===== src/rtl/modn_counter_pkg.sv =====
// Shared constants for the modulo-N counter family (UART baud and bit counters).
package modn_counter_pkg;

  // OneShot input encoding.
  localparam logic MODE_WRAP    = 1'b0;
  localparam logic MODE_ONESHOT = 1'b1;

  // Default geometry used by the baud and bit counters.
  localparam int MODN_WIDTH       = 4;
  localparam int MODN_DEFAULT_MOD = 10;

endpackage


===== src/rtl/modn_counter.sv =====
// Modulo-N counter with loadable modulus, wrap/one-shot modes and sticky flags.
// Increment is a single-cycle qualifier: every cycle it is high at a rising edge
// is one accepted increment; there is no back-pressure.
module modn_counter
  import modn_counter_pkg::*;
#(
  parameter int WIDTH       = MODN_WIDTH,
  parameter int DEFAULT_MOD = MODN_DEFAULT_MOD
) (
  input  logic             SystemClock,
  input  logic             ResetCounter,
  input  logic             Increment,
  input  logic             Clear,
  input  logic             ModLoad,
  input  logic [WIDTH-1:0] ModValue,
  input  logic             OneShot,
  output logic [WIDTH-1:0] Count,
  output logic             TermPulse,
  output logic             Done,
  output logic             Overrun
);

  logic [WIDTH-1:0] mod_q;
  logic [WIDTH-1:0] term_value;
  logic [WIDTH-1:0] count_next;
  logic             one_shot_mode;
  logic             locked;
  logic             terminal;
  logic             pulse_next;
  logic             overrun_hit;

  // Terminal detection and next count; uses the registered modulus so a
  // same-cycle ModLoad only affects later increments.
  always_comb begin
    one_shot_mode = (OneShot == MODE_ONESHOT);
    term_value    = mod_q - WIDTH'(1);
    locked        = one_shot_mode && Done;
    // >= rather than == so a modulus shrunk below Count still terminates.
    terminal      = Increment && (Count >= term_value);
    pulse_next    = terminal && !locked;
    overrun_hit   = Increment && locked;
    count_next    = Count;
    if (Increment && !locked) begin
      if (!terminal) begin
        count_next = Count + WIDTH'(1);
      end else if (!one_shot_mode) begin
        count_next = '0;
      end
    end
  end

  // Registered count, flags and modulus; Clear wins over Increment, ModLoad is independent.
  always_ff @(posedge SystemClock or negedge ResetCounter) begin
    if (!ResetCounter) begin
      mod_q     <= WIDTH'(DEFAULT_MOD);
      Count     <= '0;
      TermPulse <= 1'b0;
      Done      <= 1'b0;
      Overrun   <= 1'b0;
    end else begin
      if (ModLoad) begin
        mod_q <= ModValue;
      end
      if (Clear) begin
        Count     <= '0;
        TermPulse <= 1'b0;
        Done      <= 1'b0;
        Overrun   <= 1'b0;
      end else begin
        Count     <= count_next;
        TermPulse <= pulse_next;
        if (pulse_next) begin
          Done <= 1'b1;
        end
        if (overrun_hit) begin
          Overrun <= 1'b1;
        end
      end
    end
  end

endmodule


===== config.mk =====
export PLATFORM = sky130hd
export DESIGN_NAME = modn_counter
export DESIGN_NICKNAME = d
export VERILOG_FILES = /design/src/rtl/modn_counter_pkg.sv /design/src/rtl/modn_counter.sv
export SDC_FILE = /design/constraint.sdc
export NUM_CORES = 1
export LEC_CHECK = 0
export CAP_MARGIN = 10
export CORE_MARGIN = 2
export CORE_UTILIZATION = 48
export CTS_BUF_LIST = sky130_fd_sc_hd__clkbuf_2 sky130_fd_sc_hd__clkbuf_4 sky130_fd_sc_hd__clkbuf_8
export DETAILED_ROUTE_END_ITERATION = 8
export PLACE_DENSITY_LB_ADDON = 0.08
export SYNTH_ARGS = -nofsm -noshare
export SYNTH_HDL_FRONTEND = slang
export SYNTH_SLANG_ARGS = --single-unit

===== constraint.sdc =====
create_clock -name SystemClock -period 3 [get_ports SystemClock]
set_clock_uncertainty 0.05 [all_clocks]
set_input_delay 0.9 -clock SystemClock [delete_from_list [all_inputs] [get_ports SystemClock]]
set_output_delay 0.9 -clock SystemClock [all_outputs]
set_load 0.05 [all_outputs]

==> reports/metrics.yaml <==
outcome: "complete, no violations"
post-route-util: 0.656
max_slew_margin: 0.663
nNetsFinal: 97
layout_min_cycle_time_ns: 2.48
synth.top_cell.area_share: 0.357
cp_slowest_stage_delay_ns: 0.83
floorplan.die_area_sq_um: 1620
post-route-period-util: 0.828
path_max_fanout: 6
postSynth.topFlopCell: "dfrtp_1"
cts_made_buffers: 3
worst_path_dominant_cell_family: "buffers and inverters"
grt_start_max_net_pins: 12
cts_hold_buf: 0
std_cell_rows: 13
design.core.area_sq_um: 1270
critical_path_cell_sequence: "clkdlybuf4s50_1"
hold_violations: 0
power-per-cell-area_nw_per_um2: 477
synthesis.instances: 62
grt_pass1_wl_um: 1870
synth_area_per_cell_sq_um: 10.2
post-dp-hpwl_um: 999
netSwitchingPower_mw: 0.125
max_clock_freq_mhz: 403
synth-seq-area-share: 0.440
synth_area_leader: "dfrtp_1"
drt-pass1-iter-count: 3
hp-class: "reg2reg"
floorplan.initialDensity: 0.497
clkTransAtPathRegs_ns: 0.07
maximum_buffer_depth_of_the_clock_tree: 2
cts-htree-levels: 1
power.internal_mw: 0.272
finalSetupViolations: 0
io_buffer_count: 16
dr.first_iter.drc_count: 3
multi_input_area_sq_um: 327
gr-usage-all-layers: 0.176
synth_cell_type_count: 26
signed_area_change_from_the_synthesized_netlist_to_the_final_layout_pct: 31.9
cts.repair.resized: 0
wire_per_inst_um: 13.0
cap_viol_max_count: 0
critical_path_class: "reg2out"
die_height_um: 40.2
num_antenna_cells: 0
fillers: 111
worst_slew_pin_slew_ns: 0.503
vdd_drop_max_mv: 0.403
mappedNetlistArea_sq_um: 631
power.switching_fraction: 0.314
path_depth: 1
clkLatencyLatePin_ns: 0.26
worst-endpoint-required_ns: 2.05
layout_cell_share_with_drive_strength_beyond_1: 0.150
cts.root.buffer_cell: "clkbuf_4"
worst-endpoint-arrival_ns: 1.53
p_clk_frac: 0.269
synthTopCellsByCount: "9 x dfrtp_1, 6 x ha_1"
rsz0062_at_grt: "no"
cts_tree: "done"
worstSetupStartpointType: "flip-flop"
cellLeakagePower_nw: 0.351
cts_num_sinks: 11
route.vias.total: 520
detail-route-antenna-nets: 0
cts.repair_timing.setup_buffer_count: 0
synth_nets: 78
reg2reg_depth: 7
hold-path-cell-count: 2
most_frequently_used_cell_type_in_the_post_synthesis_netlist: "dfrtp_1"
final-seq-area_sq_um: 278
hold-worst-slack_ns: 0.450
crit_path_end_kind: "output port"
grt_overflow: 0
via_per_instance_ratio: 5.47
synth-edff-count: 0
dieWidth_um: 40.2
p_comb_frac: 0.298
slew_violations: 0
setup_tns_ns: 0
synthesized_flop_and_latch_total: 11
cp_num_buf_inv: 1
slowest_stage: "clkdlybuf4s50_1"
route.final.wire_length_um: 1240
ys_async_sr_fraction: 1.00
top_area_cells_in_the_synthesized_netlist: "dfrtp_1 36%, ha_1 12%, dfstp_2 8.3%"
p_seq_frac: 0.433
post-route-drc-count: 0
antenna_found_initial: 0
gp_congestion: 0.897
grt_pass1_vias: 432
synth.yosys.warnings: 0
pin_count: 17
[state kept, by name, summed over array words and instances (netlist names)]
register	cells
TermPulse	1
Done	1
mod_q	4
Overrun	1
Count	4
[power groups by stage]
stage                     clock, mW  combinational [mW]  sequential, mW
after CTS                     0.112               0.120           0.172
after detailed placement          0               0.119           0.175
final                         0.107               0.118           0.172
after global routing          0.116               0.131           0.173
after floorplan                   0              0.0591           0.194
after global placement            0               0.116           0.174
[per-layer routing]
layer  track usage  vias up  share of wire
met5             0        -              0
met4        0.0250        0              0
li1              -      270              -
met2         0.250        6           0.47
met1         0.267      244           0.50
met3        0.0500        0          0.028
[worst paths after layout]
check	startpoint	end	slack [ns]
worst min register to register	Overrun	Overrun	0.45
worst min-delay path	Overrun	Overrun	0.45
worst max-delay path	Count[2]	Count[2]	0.52
worst max register to register	mod_q[1]	Count[2]	0.78
min in group asynchronous	ResetCounter	Overrun	0.92
max in group asynchronous	ResetCounter	mod_q[1]	1.61
[stage by stage]
stage	total power, mW	instance area (sq um)	setup WS (ns)	std cells
after global placement	0.291	802	0.628	91
after CTS	0.403	832	0.510	95
after global routing	0.421	832	0.463	95
after floorplan	0.253	631	0.870	62
final	0.397	832	0.516	95
after detailed placement	0.294	802	0.597	91
[layout make-up]
class,count,area share
repair buffers,16,0.192
multi-input cells,44,0.392
clock buffers,4,0.0361
flip-flops and latches,11,0.334
well taps,15,0.0226
inverters,5,0.0226
[cells by family (layout without fill, tap and decap cells)]
family | after synthesis | in the layout | synth area share
compound gates | 18 | 18 | 0.194
simple gates | 16 | 16 | 0.141
flops | 11 | 11 | 0.440
buf+inv | 7 | 25 | 0.0416
fa+ha+maj | 6 | 6 | 0.119
xor+xnor | 2 | 2 | 0.0278
mux | 2 | 2 | 0.0357
[layout by cell type (no fill, tap or decap), types with 2 or more instances in the layout]
master	netlist	layout
clkdlybuf4s50_1	0	16
o2111ai_1	4	4
a31oi_1	2	2
nor2_1	3	3
dfrtp_1	9	9
nand2_1	3	3
a21oi_1	4	4
nand3_1	4	4
mux2_2	2	2
clkbuf_4	0	4
ha_1	6	6
o21ai_0	3	3
inv_1	4	4
nor3_1	2	2
xnor2_1	2	2
dfstp_2	2	2
(Power assumes the default switching activity.)
